## src/rtl/qspi_target.sv

```systemverilog
// Quad-SPI target (responder) for the SoC QSPI master protocol.
// Serves quad read (READ_CMD, with mode/dummy clocks) and quad write (WRITE_CMD) from a
// byte-wide synchronous memory port. All QSPI pins are oversampled in the clk domain,
// so clk must run at least 8x faster than spi_clk.
//
// Ports:
//   clk, rst_n        system clock, asynchronous active-low reset
//   spi_clk_i         QSPI clock from the master (mode 0, idles low)
//   spi_cs_n_i        chip select, active low
//   spi_io_in_i       IO3..IO0 from the master
//   spi_io_out_o      IO3..IO0 driven by the target
//   spi_io_oe_o       per-line output enable (1 = drive)
//   mem_re_o          one-clk read strobe; mem_rdata_i is valid 1 clk later
//   mem_we_o          one-clk write strobe, with mem_wdata_o
//   mem_addr_o        byte address for mem_re_o / mem_we_o
//   busy_o            high while the synchronized chip select is asserted
module qspi_target #(
    parameter logic [7:0]  READ_CMD     = 8'hEB,
    parameter logic [7:0]  WRITE_CMD    = 8'h38,
    parameter int unsigned DUMMY_CYCLES = 6
) (
    input  logic        clk,
    input  logic        rst_n,
    input  logic        spi_clk_i,
    input  logic        spi_cs_n_i,
    input  logic [3:0]  spi_io_in_i,
    output logic [3:0]  spi_io_out_o,
    output logic [3:0]  spi_io_oe_o,
    output logic        mem_re_o,
    output logic        mem_we_o,
    output logic [23:0] mem_addr_o,
    output logic [7:0]  mem_wdata_o,
    input  logic [7:0]  mem_rdata_i,
    output logic        busy_o
);

    localparam logic [7:0] DummyCnt = 8'(DUMMY_CYCLES);

    typedef enum logic [2:0] {
        StIdle, StCmd, StAddr, StDummy, StRData, StWData, StIgnore
    } state_e;

    state_e      state_q, state_d;
    logic [2:0]  sclk_q;
    logic [1:0]  cs_q;
    logic [3:0]  io_s1_q, io_s2_q;
    logic [7:0]  cnt_q, cnt_d;
    logic        nib_q, nib_d;
    logic [7:0]  cmd_q, cmd_d;
    logic        is_read_q, is_read_d;
    logic [23:0] addr_q, addr_d;
    logic [23:0] mem_addr_q, mem_addr_d;
    logic [3:0]  whi_q, whi_d;
    logic [7:0]  wdata_q, wdata_d;
    logic        re_q, re_d, we_q, we_d;
    logic        rd_pend_q;
    logic [7:0]  rbuf_q, rbuf_d;
    logic [3:0]  oe_q, oe_d, out_q, out_d;

    logic        rise, fall, cs_n_s;
    logic [7:0]  cmd_next;
    logic [23:0] addr_next;

    assign rise      = sclk_q[1] & ~sclk_q[2];
    assign fall      = ~sclk_q[1] & sclk_q[2];
    assign cs_n_s    = cs_q[1];
    assign cmd_next  = {cmd_q[6:0], io_s2_q[0]};
    assign addr_next = {addr_q[19:0], io_s2_q};

    // Synchronizers: io shares the clock's latency so it is sampled with the detected rise.
    always_ff @(posedge clk or negedge rst_n) begin
        if (!rst_n) begin
            sclk_q  <= '0;
            cs_q    <= 2'b11;
            io_s1_q <= '0;
            io_s2_q <= '0;
        end else begin
            sclk_q  <= {sclk_q[1:0], spi_clk_i};
            cs_q    <= {cs_q[0], spi_cs_n_i};
            io_s1_q <= spi_io_in_i;
            io_s2_q <= io_s1_q;
        end
    end

    always_ff @(posedge clk or negedge rst_n) begin
        if (!rst_n) begin
            state_q    <= StIdle;
            cnt_q      <= '0;
            nib_q      <= 1'b0;
            cmd_q      <= '0;
            is_read_q  <= 1'b0;
            addr_q     <= '0;
            mem_addr_q <= '0;
            whi_q      <= '0;
            wdata_q    <= '0;
            re_q       <= 1'b0;
            we_q       <= 1'b0;
            rd_pend_q  <= 1'b0;
            rbuf_q     <= '0;
            oe_q       <= '0;
            out_q      <= '0;
        end else begin
            state_q    <= state_d;
            cnt_q      <= cnt_d;
            nib_q      <= nib_d;
            cmd_q      <= cmd_d;
            is_read_q  <= is_read_d;
            addr_q     <= addr_d;
            mem_addr_q <= mem_addr_d;
            whi_q      <= whi_d;
            wdata_q    <= wdata_d;
            re_q       <= re_d;
            we_q       <= we_d;
            rd_pend_q  <= re_q;
            rbuf_q     <= rbuf_d;
            oe_q       <= oe_d;
            out_q      <= out_d;
        end
    end

    always_comb begin
        state_d    = state_q;
        cnt_d      = cnt_q;
        nib_d      = nib_q;
        cmd_d      = cmd_q;
        is_read_d  = is_read_q;
        addr_d     = addr_q;
        mem_addr_d = mem_addr_q;
        whi_d      = whi_q;
        wdata_d    = wdata_q;
        re_d       = 1'b0;
        we_d       = 1'b0;
        rbuf_d     = rd_pend_q ? mem_rdata_i : rbuf_q;
        oe_d       = oe_q;
        out_d      = out_q;

        // A write is issued at the current address; advance it the clk after the strobe.
        if (we_q) begin
            mem_addr_d = mem_addr_q + 24'd1;
        end

        if (cs_n_s) begin
            state_d = StIdle;
            oe_d    = '0;
            out_d   = '0;
        end else begin
            unique case (state_q)
                StIdle: begin
                    state_d = StCmd;
                    cnt_d   = '0;
                    nib_d   = 1'b0;
                end
                StCmd: begin
                    if (rise) begin
                        cmd_d = cmd_next;
                        cnt_d = cnt_q + 8'd1;
                        if (cnt_q == 8'd7) begin
                            cnt_d = '0;
                            if (cmd_next == READ_CMD) begin
                                state_d   = StAddr;
                                is_read_d = 1'b1;
                            end else if (cmd_next == WRITE_CMD) begin
                                state_d   = StAddr;
                                is_read_d = 1'b0;
                            end else begin
                                state_d = StIgnore;
                            end
                        end
                    end
                end
                StAddr: begin
                    if (rise) begin
                        addr_d = addr_next;
                        cnt_d  = cnt_q + 8'd1;
                        if (cnt_q == 8'd5) begin
                            cnt_d      = '0;
                            nib_d      = 1'b0;
                            mem_addr_d = addr_next;
                            if (is_read_q) begin
                                state_d = StDummy;
                                re_d    = 1'b1;
                            end else begin
                                state_d = StWData;
                            end
                        end
                    end
                end
                StDummy: begin
                    if (rise && cnt_q != DummyCnt) begin
                        cnt_d = cnt_q + 8'd1;
                    end else if (fall && cnt_q == DummyCnt) begin
                        // The entry fall already presents the first high nibble.
                        state_d = StRData;
                        oe_d    = 4'hF;
                        out_d   = rbuf_q[7:4];
                        nib_d   = 1'b1;
                    end
                end
                StRData: begin
                    if (fall) begin
                        oe_d = 4'hF;
                        if (!nib_q) begin
                            out_d = rbuf_q[7:4];
                            nib_d = 1'b1;
                        end else begin
                            out_d      = rbuf_q[3:0];
                            nib_d      = 1'b0;
                            mem_addr_d = mem_addr_q + 24'd1;
                            re_d       = 1'b1;
                        end
                    end
                end
                StWData: begin
                    if (rise) begin
                        if (!nib_q) begin
                            whi_d = io_s2_q;
                            nib_d = 1'b1;
                        end else begin
                            wdata_d = {whi_q, io_s2_q};
                            we_d    = 1'b1;
                            nib_d   = 1'b0;
                        end
                    end
                end
                StIgnore: begin
                    oe_d = '0;
                end
                default: state_d = StIdle;
            endcase
        end
    end

    assign spi_io_out_o = out_q;
    assign spi_io_oe_o  = oe_q;
    assign mem_re_o     = re_q;
    assign mem_we_o     = we_q;
    assign mem_addr_o   = mem_addr_q;
    assign mem_wdata_o  = wdata_q;
    assign busy_o       = ~cs_n_s;

endmodule

```

## config.mk

```make
export PLATFORM = sky130hd
export DESIGN_NAME = qspi_target
export DESIGN_NICKNAME = d
export VERILOG_FILES = /design/src/rtl/qspi_target.sv
export SDC_FILE = /design/constraint.sdc
export NUM_CORES = 1
export LEC_CHECK = 0
export ABC_CLOCK_PERIOD_IN_PS = 4600
export BUFFER_PORTS_ARGS = -buffer_cell sky130_fd_sc_hd__buf_2
export CORE_MARGIN = 1
export CORE_UTILIZATION = 40
export DETAILED_ROUTE_END_ITERATION = 8
export HOLD_SLACK_MARGIN = 0.05
export PLACE_DENSITY = 0.54
export SLEW_MARGIN = 20
export SYNTH_ARGS = -nofsm -noshare
export SYNTH_HDL_FRONTEND = slang
export SYNTH_SLANG_ARGS = --single-unit
```

## constraint.sdc

```tcl
create_clock -name clk -period 4.6 [get_ports clk]
set_clock_uncertainty 0.2 [all_clocks]
set_input_delay 0.69 -clock clk [delete_from_list [all_inputs] [get_ports clk]]
set_output_delay 0.69 -clock clk [all_outputs]
set_load 0.01 [all_outputs]
```

## After elaboration in Yosys (flattened, before gate mapping)

Index checks and enable logic that the tools add are counted.

- Logic and storage cells: 129
- Input port bits: 16
- Output and inout port bits: 43
- Flip-flop bits (word level): 108

- Equality and inequality tests: 28
- Bitwise gates (word level): 6
- Reductions and logical operators: 19
- Add/subtract/negate cells: 2
- Mux-type cells: 55

Operators with widths:

| operator | count |
|---|---|
| $mux 24 | 6 |
| $pmux 24 s2 | 1 |
| $mux 8 | 5 |
| $mux 4 | 9 |
| $pmux 8 s4 | 1 |
| $mux 3 | 10 |
| $add 24x1->24 const B | 1 |
| $eq 8x3->1 const B | 3 |
| $ne 3x3->1 const B | 7 |
| $mux 1 | 18 |
| $ne 2x2->1 const B | 8 |
| $reduce_and 4->1 | 4 |
| $pmux 3 s5 | 1 |
| $pmux 4 s3 | 1 |
| $reduce_and 5->1 | 2 |
| $eq 3x3->1 const B | 3 |
| $add 8x1->8 const B | 1 |
| $eq 8x6->1 const B | 1 |
| $eq 8x8->1 const B | 1 |
| $ne 8x3->1 const B | 1 |
| $pmux 4 s2 | 1 |
| $reduce_and 8->1 | 1 |
| $reduce_bool 4->1 | 2 |
| $reduce_and 7->1 | 1 |
| other kinds (14) | 21 |

## Longest topological paths before layout

Gate-level depths: netlist (run 1).

- Depth in word-level cells: 7
- Depth in mapped cells: 9
- Mapped depth without buffers: 8

## Worst setup path after synthesis (run 1)

No wires, ideal clock.

- Path type: reg2reg
- From: register mem_addr_q[0], in the netlist mem_addr_o[0]
- To: register mem_addr_q[22], in the netlist mem_addr_o[22]
- Clock period less this slack: 2.351 ns
- Data required time: 4.261 ns
- Stages on the path, launching flop included: 8
- Library setup time: 0.139 ns
- Arrival time: 2.011 ns
- Path slack: 2.249 ns
- Path through: dfrtp_1 ha_1 nand3_1 nor4b_2 nand2_1 xnor2_1 a22oi_1 o21ai_0

- Cells in the longest elaborated chain, start to end: 6
- Elaborated cells between the ends (all ways): 8

RTL lines:

| what | line | RTL |
|---|---|---|
| start, declared | 52 | `logic [23:0] mem_addr_q, mem_addr_d;` |
| start signal, assigned | 109 | `mem_addr_q <= mem_addr_d;` |
| $add 24x1->24 (*) | 139, 208 |  |
| $mux 24 | 138 | `if (we_q) begin` |
| $mux 24, on equally long branches | 202, 175 |  |
| $mux 24, on equally long branches | 200, 172 |  |
| $pmux 24 s2 | 147 | `unique case (state_q)` |
| $mux 24 (*) | 142 | `if (cs_n_s) begin` |
| named net mem_addr_d[22] | 52 |  |

The timed path passes the listed nets; every way through them passes the cells marked *.
A chain may end at the register's enable or synchronous reset.

## Worst setup path in the final report (run 1)

- From: register cnt_q[3]
- To: register mem_addr_q[21], in the netlist mem_addr_o[21]

- Cells in the longest elaborated chain, start to end: 5

RTL lines:

| what | line | RTL |
|---|---|---|
| start, declared | 47 | `logic [7:0] cnt_q, cnt_d;` |
| start signal, assigned | 104 | `cnt_q <= cnt_d;` |
| $eq 8x3->1 | 175 | `if (cnt_q == 8'd5) begin` |
| $mux 24 | 175 |  |
| $mux 24 | 172 | `if (rise) begin` |
| $pmux 24 s2 | 147 |  |
| $mux 24 | 142 |  |
| named net mem_addr_d[21] | 52 |  |

The timed path passes the listed nets, and every way through them passes these cells.

==> results of run 1 <==
==> flip-flops by register name (all words and copies together) (netlist names), 3 cells and up <==
| signal | flops |
|---|---|
| spi_io_out_o | 4 |
| io_s2_q | 4 |
| sclk_q | 3 |
| cmd_q | 7 |
| mem_wdata_o | 8 |
| whi_q | 4 |
| rbuf_q | 8 |
| io_s1_q | 4 |
| mem_addr_o | 24 |
| state_q | 3 |
| addr_q | 20 |
| cnt_q | 8 |
==> area by class of cell <==
type	count	area (sq um)
Clock inverter	6	98.8
Fill cell	1286	7060
Inverter	7	26.3
Multi-Input combinational cell	378	2630
Tap cell	176	220
Timing Repair Buffer	64	340
Clock buffer	10	239
Sequential cell	105	2630
==> through the flow <==
step / total power (uW) / hold slack (ps) / instances / setup slack, ps
after floorplan: 1140 / 131 / 519 / 2250
after global placement: 1200 / 132 / 729 / 1660
after detailed placement: 1200 / 137 / 729 / 1570
after CTS: 2070 / 154 / 746 / 1570
after global routing: 2130 / 165 / 746 / 1270
final: 2040 / 151 / 746 / 1560
==> critical path, stage by stage, from the launching register on <==
cell      delay (ps)
dfrtp_1          450
nor4b_4          430
nand3_2          540
a221oi_2         730
nor2_1           130
nor4_1           290
a211oi_1         130
==> how the worst max path moves through the flow <==
stage          cells past startpoint  slack, ps             end
2_1_floorplan                      7       2250  mem_addr_o[22]
3_3_place_gp                       8       1660  mem_addr_o[17]
3_5_place_dp                       6       1570  mem_addr_o[21]
4_1_cts                            6       1570  mem_addr_o[21]
5_1_grt                            6       1270  mem_addr_o[17]
6_report                           6       1560  mem_addr_o[21]
==> timing repair <==
action                                  4_1_cts  5_1_grt
setup buffers                                 0        0
hold buffers                                  1        0
endpoints found under the setup margin        0        0
hold endpoints to repair                     20        0
==> per-layer routing <==
| metal | track usage (%) | share of wire [%] |
|---|---|---|
| met1 | 27.8 | 48 |
| met2 | 29.9 | 46 |
| met3 | 3.62 | 4.4 |
| met4 | 7.83 | 1.5 |
| met5 | 0 | 0 |
==> cells by family (layout without fill, tap and decap cells) <==
| group | count (synthesis) | after routing | synth area share, % |
|---|---|---|---|
| AO/OA/AOI/OAI | 115 | 115 | 14.0 |
| XOR/XNOR | 29 | 29 | 4.68 |
| adder cells (fa/ha/maj) | 4 | 4 | 0.921 |
| buffers and inverters | 36 | 87 | 3.29 |
| flip-flops | 105 | 105 | 48.4 |
| multiplexers | 54 | 54 | 11.1 |
| AND/OR/NAND/NOR | 176 | 176 | 17.6 |
==> synthesized netlist by cell type (3+ instances only) <==
| library cell | number | share of area [%] |
|---|---|---|
| clkbuf_1 | 14 | 0.97 |
| nand4_1 | 9 | 1.0 |
| a22oi_1 | 7 | 0.97 |
| and3_1 | 6 | 0.69 |
| and2_1 | 4 | 0.46 |
| a41o_1 | 3 | 0.55 |
| nor2_2 | 3 | 0.35 |
| o22ai_1 | 7 | 0.81 |
| xor2_1 | 8 | 1.3 |
| mux2i_1 | 6 | 1.1 |
| a211oi_1 | 6 | 0.83 |
| and4_1 | 5 | 0.81 |
| nor2b_1 | 4 | 0.46 |
| nor4_1 | 4 | 0.46 |
| nor3_1 | 11 | 1.0 |
| a31oi_1 | 5 | 0.58 |
| mux2_2 | 48 | 9.9 |
| buf_4 | 3 | 0.41 |
| buf_6 | 3 | 0.62 |
| xnor2_1 | 21 | 3.4 |
| ha_1 | 4 | 0.92 |
| nor2_1 | 39 | 2.7 |
| buf_2 | 7 | 0.64 |
| a21o_1 | 4 | 0.55 |
| o21ai_1 | 3 | 0.28 |
| o21ai_0 | 36 | 3.3 |
| o31ai_1 | 4 | 0.55 |
| dfrtp_1 | 103 | 47 |
| nand2_1 | 39 | 2.7 |
| nand3_1 | 20 | 1.8 |
| a21oi_1 | 16 | 1.5 |
| a311oi_1 | 3 | 0.48 |
| inv_1 | 7 | 0.48 |
| nand2b_1 | 7 | 0.81 |
==> power breakdown <==
group / internal [uW] / total, uW / switching, uW / leakage (uW)
sequential: 970 / 1030 / 54.9 / 0.00142
clock: 500 / 856 / 356 / 0.000163
combinational: 73.2 / 160 / 86.8 / 0.00118
==> qor.csv, run 1 <==
stage;metric;value;unit
run_status;run status;finished clean;
routing;DR vias;4241;
clock_tree;PostCTS Resize Cnt;0;
synthesis;dominant synthesized flop cell;dfrtp_1;
hold_path;Hold Path Depth;0;
synthesis;Synth Instances;519;
worst_setup_path;RR Startpoint;cnt_q[3];
worst_setup_path;worst r2r dst;mem_addr_o[21];
placement;Area after DPL;0.00584;sq mm
synthesis;flop and latch count out of synthesis;105;
floorplanning;Top Ports;59;
global_routing;via count of the first global-routing pass;4165;
synthesis;Syn Area/Cell;10.5;sq um
floorplanning;Die H;119;um
synthesis;register area share after synthesis;48.4;%
global_routing;grt total ovfl;0;
worst_setup_path;Reg2Reg Setup Slack;1560;ps
global_routing;initial antenna violation count;0;
power_and_ir_drop;power density over the cells;330;mW/mm^2
synthesis;Cell variety after synth;73;
worst_setup_path;CP Capture Type;flop;
timing;TNS Setup;0;ps
synthesis;Syn Nets;539;
global_routing;first-pass GRT wire length;21.7;mm
worst_setup_path;crit path launch;cnt_q[3];
floorplanning;Die Width;119;um
cells_and_area;commonest non-fill, non-tap cell in the layout;dfrtp_1;
hold_path;Hold EP;io_s2_q[0];
routing;DRT Wirelength;12.9;mm
timing;f_max;329;MHz
floorplanning;core area;0.0132;sq mm
routing;wire length per cell;17.4;um
worst_setup_path;WS Path Type;reg2reg;
power_and_ir_drop;worst vdd ir;0.211;mV
timing;final hold violation count;0;
cells_and_area;fraction of layout cells with a size suffix above 1;26.0;%
worst_setup_path;Max FO, Critical Path;26;
timing;Tightest Pin Transition;1000;ps
synthesis;FFs w/ async S/R, synth;100;%
routing;Final ANT Viol Nets;0;
routing;Initial DRT Pass Iterations;5;
synthesis;YS warnings;0;
global_routing;largest net degree at the start of global routing;43;
placement;hpwl dp;9.20;mm
hold_path;HP Start;io_s1_q[0];
global_routing;Total GRT Usage;19.7;%
cells_and_area;Util after Layout;46.7;%
routing;DR vias/cell;5.68;
clock_tree;TritonCTS clock tree;built;
hold_path;HP Class;reg2reg;
clock_tree;CTS Root Cell;clkbuf_16;
routing;Iteration-0 DRC Markers;337;
floorplanning;initial core utilization;41.0;%
timing;Slew HR;32.1;%
clock_tree;Max H-tree Level;3;
floorplanning;site row count;42;
worst_setup_path;Reg2Reg Depth;6;
placement;GPL Wtd Cong;0.866;
cells_and_area;most frequent cells in the layout;103 x dfrtp_1, 57 x buf_2, 48 x mux2_2;
clock_tree;Worst-Skew Late Latency;350;ps
routing;Remaining DRCs;0;
clock_tree;Inserted Clock Buffers;9;
cells_and_area;Antenna diodes;0;
timing;period utilization;66.1;%
cells_and_area;fin area;0.00618;sq mm
power_and_ir_drop;Pleak;0.00276;uW
synthesis;number of flops mapped to enable cells by yosys;0;
timing;unrepaired setup endpoints after global routing;false;
timing;fin crit period;3040;ps
worst_setup_path;Critical Path RT;4630;ps
worst_setup_path;startpoint types;flop;
floorplanning;die area;0.0141;sq mm
flow_run;max-cap viol count;0;
clock_tree;clock transition at the registers of the reported paths;70;ps
clock_tree;CTS sink cnt;105;
timing;# setup viols final;0;
synthesis;Mapped Area;0.00543;sq mm
cells_and_area;final net count;585;
timing;Max Slew Vio Count;0;
placement;port bufs;58;
worst_setup_path;Crit path arrival time;3070;ps
cells_and_area;Layout area overhead;13.8;%
clock_tree;maximum clock insertion buffer count;2;
Power figures use the tool's default switching activity.
==> run 2, diff against run 1 <==
--- a/config.mk
+++ b/config.mk
@@ -5,7 +5,7 @@
 export SDC_FILE = /design/constraint.sdc
 export NUM_CORES = 1
 export LEC_CHECK = 0
-export ABC_CLOCK_PERIOD_IN_PS = 4600
+export ABC_CLOCK_PERIOD_IN_PS = 2800
 export BUFFER_PORTS_ARGS = -buffer_cell sky130_fd_sc_hd__buf_2
 export CORE_MARGIN = 1
 export CORE_UTILIZATION = 40
==> constraint.sdc (replaced) <==
create_clock -name clk -period 2.8 [get_ports clk]
set_clock_uncertainty 0.2 [all_clocks]
set_input_delay 0.42 -clock clk [delete_from_list [all_inputs] [get_ports clk]]
set_output_delay 0.42 -clock clk [all_outputs]
set_load 0.01 [all_outputs]
==> run 2 against run 1 <==
- maximum frequency rose by 23%
- routed wire length is 4.4% higher
- non-clock buffer count grew 21
- first-iteration DRC count is 20% lower
- via count increased by 1.7%
- critical path type unchanged
- sequential power is 63% higher
- worst setup slack got worse by 1200 ps
- combinational power rose by 82%
==> qor.csv, run 2 (synthesis results as in run 1) <==
stage;metric;value;unit;change
cells_and_area;most frequent cells in the layout;103 x dfrtp_1, 57 x buf_2, 48 x mux2_2;;
power_and_ir_drop;Pleak;0.00286;uW;+3.6%
power_and_ir_drop;power density over the cells;528;mW/mm^2;+60%
global_routing;largest net degree at the start of global routing;49;;+14%
clock_tree;CTS Root Cell;clkbuf_16;;
worst_setup_path;Max FO, Critical Path;8;;-69%
clock_tree;TritonCTS clock tree;built;;
routing;DR vias/cell;5.62;;-1.1%
routing;DRT Wirelength;13.5;mm;+4.4%
clock_tree;CTS sink cnt;105;;unchanged
timing;Tightest Pin Transition;694;ps;-310 ps
timing;fin crit period;2470;ps;-576 ps
power_and_ir_drop;Clock Power Share;41.3;%;-0.6 points
placement;GPL Wtd Cong;0.847;;-2.2%
clock_tree;maximum clock insertion buffer count;2;;unchanged
cells_and_area;Largest register FFs;24;;unchanged
run_status;run status;finished clean;;
timing;Max Slew Vio Count;0;;unchanged
cells_and_area;final net count;606;;+3.6%
global_routing;initial antenna violation count;0;;unchanged
routing;Final ANT Viol Nets;0;;unchanged
placement;hpwl dp;9.58;mm;+4.0%
clock_tree;Worst-Skew Late Latency;350;ps;about the same
worst_setup_path;CP Capture Type;flop;;
floorplanning;Die H;119;um;unchanged
placement;port bufs;58;;unchanged
global_routing;via count of the first global-routing pass;4169;;+0.096%
worst_setup_path;Critical Path RT;2840;ps;-1790 ps
cells_and_area;commonest non-fill, non-tap cell in the layout;dfrtp_1;;
floorplanning;initial core utilization;41.0;%;unchanged
power_and_ir_drop;Internal;2550;uW;+65%
floorplanning;Die Width;119;um;unchanged
cells_and_area;Layout area overhead;17.1;%;
global_routing;Total GRT Usage;20.2;%;+0.54 points
worst_setup_path;Reg2Reg Setup Slack;330;ps;-1220 ps
routing;DR vias;4311;;+1.7%
timing;# setup viols final;0;;unchanged
flow_run;max-cap viol count;0;;unchanged
routing;wire length per cell;17.6;um;+1.5%
hold_path;HP Class;in2reg;;
worst_setup_path;Crit path arrival time;2510;ps;-560 ps
timing;f_max;405;MHz;+23%
timing;final hold violation count;0;;unchanged
global_routing;grt met2 use;31.4;%;+1.5 points
global_routing;met1 Use GR;28.3;%;+0.52 points
global_routing;met3 usage;3.28;%;-0.34 points
power_and_ir_drop;worst vdd ir;0.320;mV;+52%
power_and_ir_drop;Net Sw Frac;24.1;%;-0.24 points
routing;Remaining DRCs;0;;unchanged
floorplanning;core area;0.0132;sq mm;unchanged
floorplanning;Top Ports;59;;unchanged
timing;unrepaired setup endpoints after global routing;false;;
worst_setup_path;startpoint types;flop;;
power_and_ir_drop;Seq pwr share;50.1;%;about the same
clock_tree;clock transition at the registers of the reported paths;70;ps;about the same
timing;period utilization;88.1;%;+22 points
timing;TNS Setup;0;ps;unchanged
routing;Initial DRT Pass Iterations;5;;unchanged
floorplanning;site row count;42;;unchanged
routing;Iteration-0 DRC Markers;269;;-20%
power_and_ir_drop;Comb pwr share;8.7;%;+0.9 points
worst_setup_path;WS Path Type;reg2reg;;
cells_and_area;fraction of layout cells with a size suffix above 1;27.4;%;+1.4 points
clock_tree;postcts setup bufs;0;;unchanged
clock_tree;Max H-tree Level;3;;unchanged
clock_tree;Inserted Clock Buffers;9;;unchanged
placement;placed cells;744;;+2.1%
floorplanning;die area;0.0141;sq mm;unchanged
timing;Slew HR;53.8;%;+22 points
power_and_ir_drop;Switch Pwr;810;uW;+63%
global_routing;grt total ovfl;0;;unchanged
global_routing;first-pass GRT wire length;22.0;mm;+1.1%
cells_and_area;Antenna diodes;0;;unchanged
global_routing;GR peak layer;met2;;
cells_and_area;final cell count without fillers;767;;+2.8%
## run 2: cell count changes in the layout (fill, tap and decap cells not counted), sizes merged
cell | before | now
buf | 63 | 78
dlygate4sd3 | 1 | 7
clkbuf | 10 | 11
clkinv | 1 | 0
## run 2: area by class of cell
type / instances / area (sq um)
Multi-Input combinational cell: 378 / 2630
Tap cell: 176 / 220
Inverter: 7 / 26.3
Clock inverter: 5 / 85.1
Sequential cell: 105 / 2630
Clock buffer: 11 / 243
Fill cell: 1278 / 6880
Timing Repair Buffer: 85 / 526
## run 2: layer usage
layer  wire, um  vias to the layer above
met2       6140                      104
met5          0                        -
met4        244                        0
met3        509                       20
li1           -                     2034
met1       6620                     2153
## run 2: worst paths after layout
kind	start	to	cells past startpoint
worst max register to register	cnt_q[1]	cnt_q[3]	8
min in group asynchronous	rst_n	cnt_q[5]	2
worst max-delay path	cnt_q[1]	cnt_q[3]	8
worst min-delay path	mem_rdata_i[1]	rbuf_q[1]	2
worst min register to register	io_s1_q[1]	io_s2_q[1]	0
max in group asynchronous	rst_n	mem_addr_o[13]	3
## run 2: power by group through the flow
stage | Combinational [uW] | Sequential [uW] | Clock (uW)
4_1_cts | 296 | 1680 | 1420
3_5_place_dp | 286 | 1710 | 0
5_1_grt | 325 | 1690 | 1480
2_1_floorplan | 184 | 1680 | 0
6_report | 291 | 1680 | 1390
3_3_place_gp | 282 | 1700 | 0
## run 2: critical path, stage by stage (launching register included)
cell,delay (ps)
dfrtp_1,440
inv_1,80
ha_1,140
nor3b_1,320
nand2_1,150
o221ai_1,580
or2_2,280
or3b_1,120
nand2_1,50
## run 2: stage by stage
stage | cell area (sq um) | setup WS (ps) | hold slack (ps) | utilization, % | total power, uW
2_1_floorplan | 5430 | 449 | -75.6 | - | 1870
3_3_place_gp | 5960 | 318 | 132 | 45.0 | 1990
3_5_place_dp | 5960 | 360 | 135 | 45.0 | 1990
4_1_cts | 6360 | 332 | 85.1 | 48.0 | 3400
5_1_grt | 6360 | 157 | 91.7 | 48.0 | 3500
6_report | 6360 | 333 | 95.9 | 48.0 | 3360
## run 2: repair_timing
action                                 4_1_cts  5_1_grt
hold buffers                                 7        0
gates resized for setup                      0        0
endpoints found under the hold margin       49        0
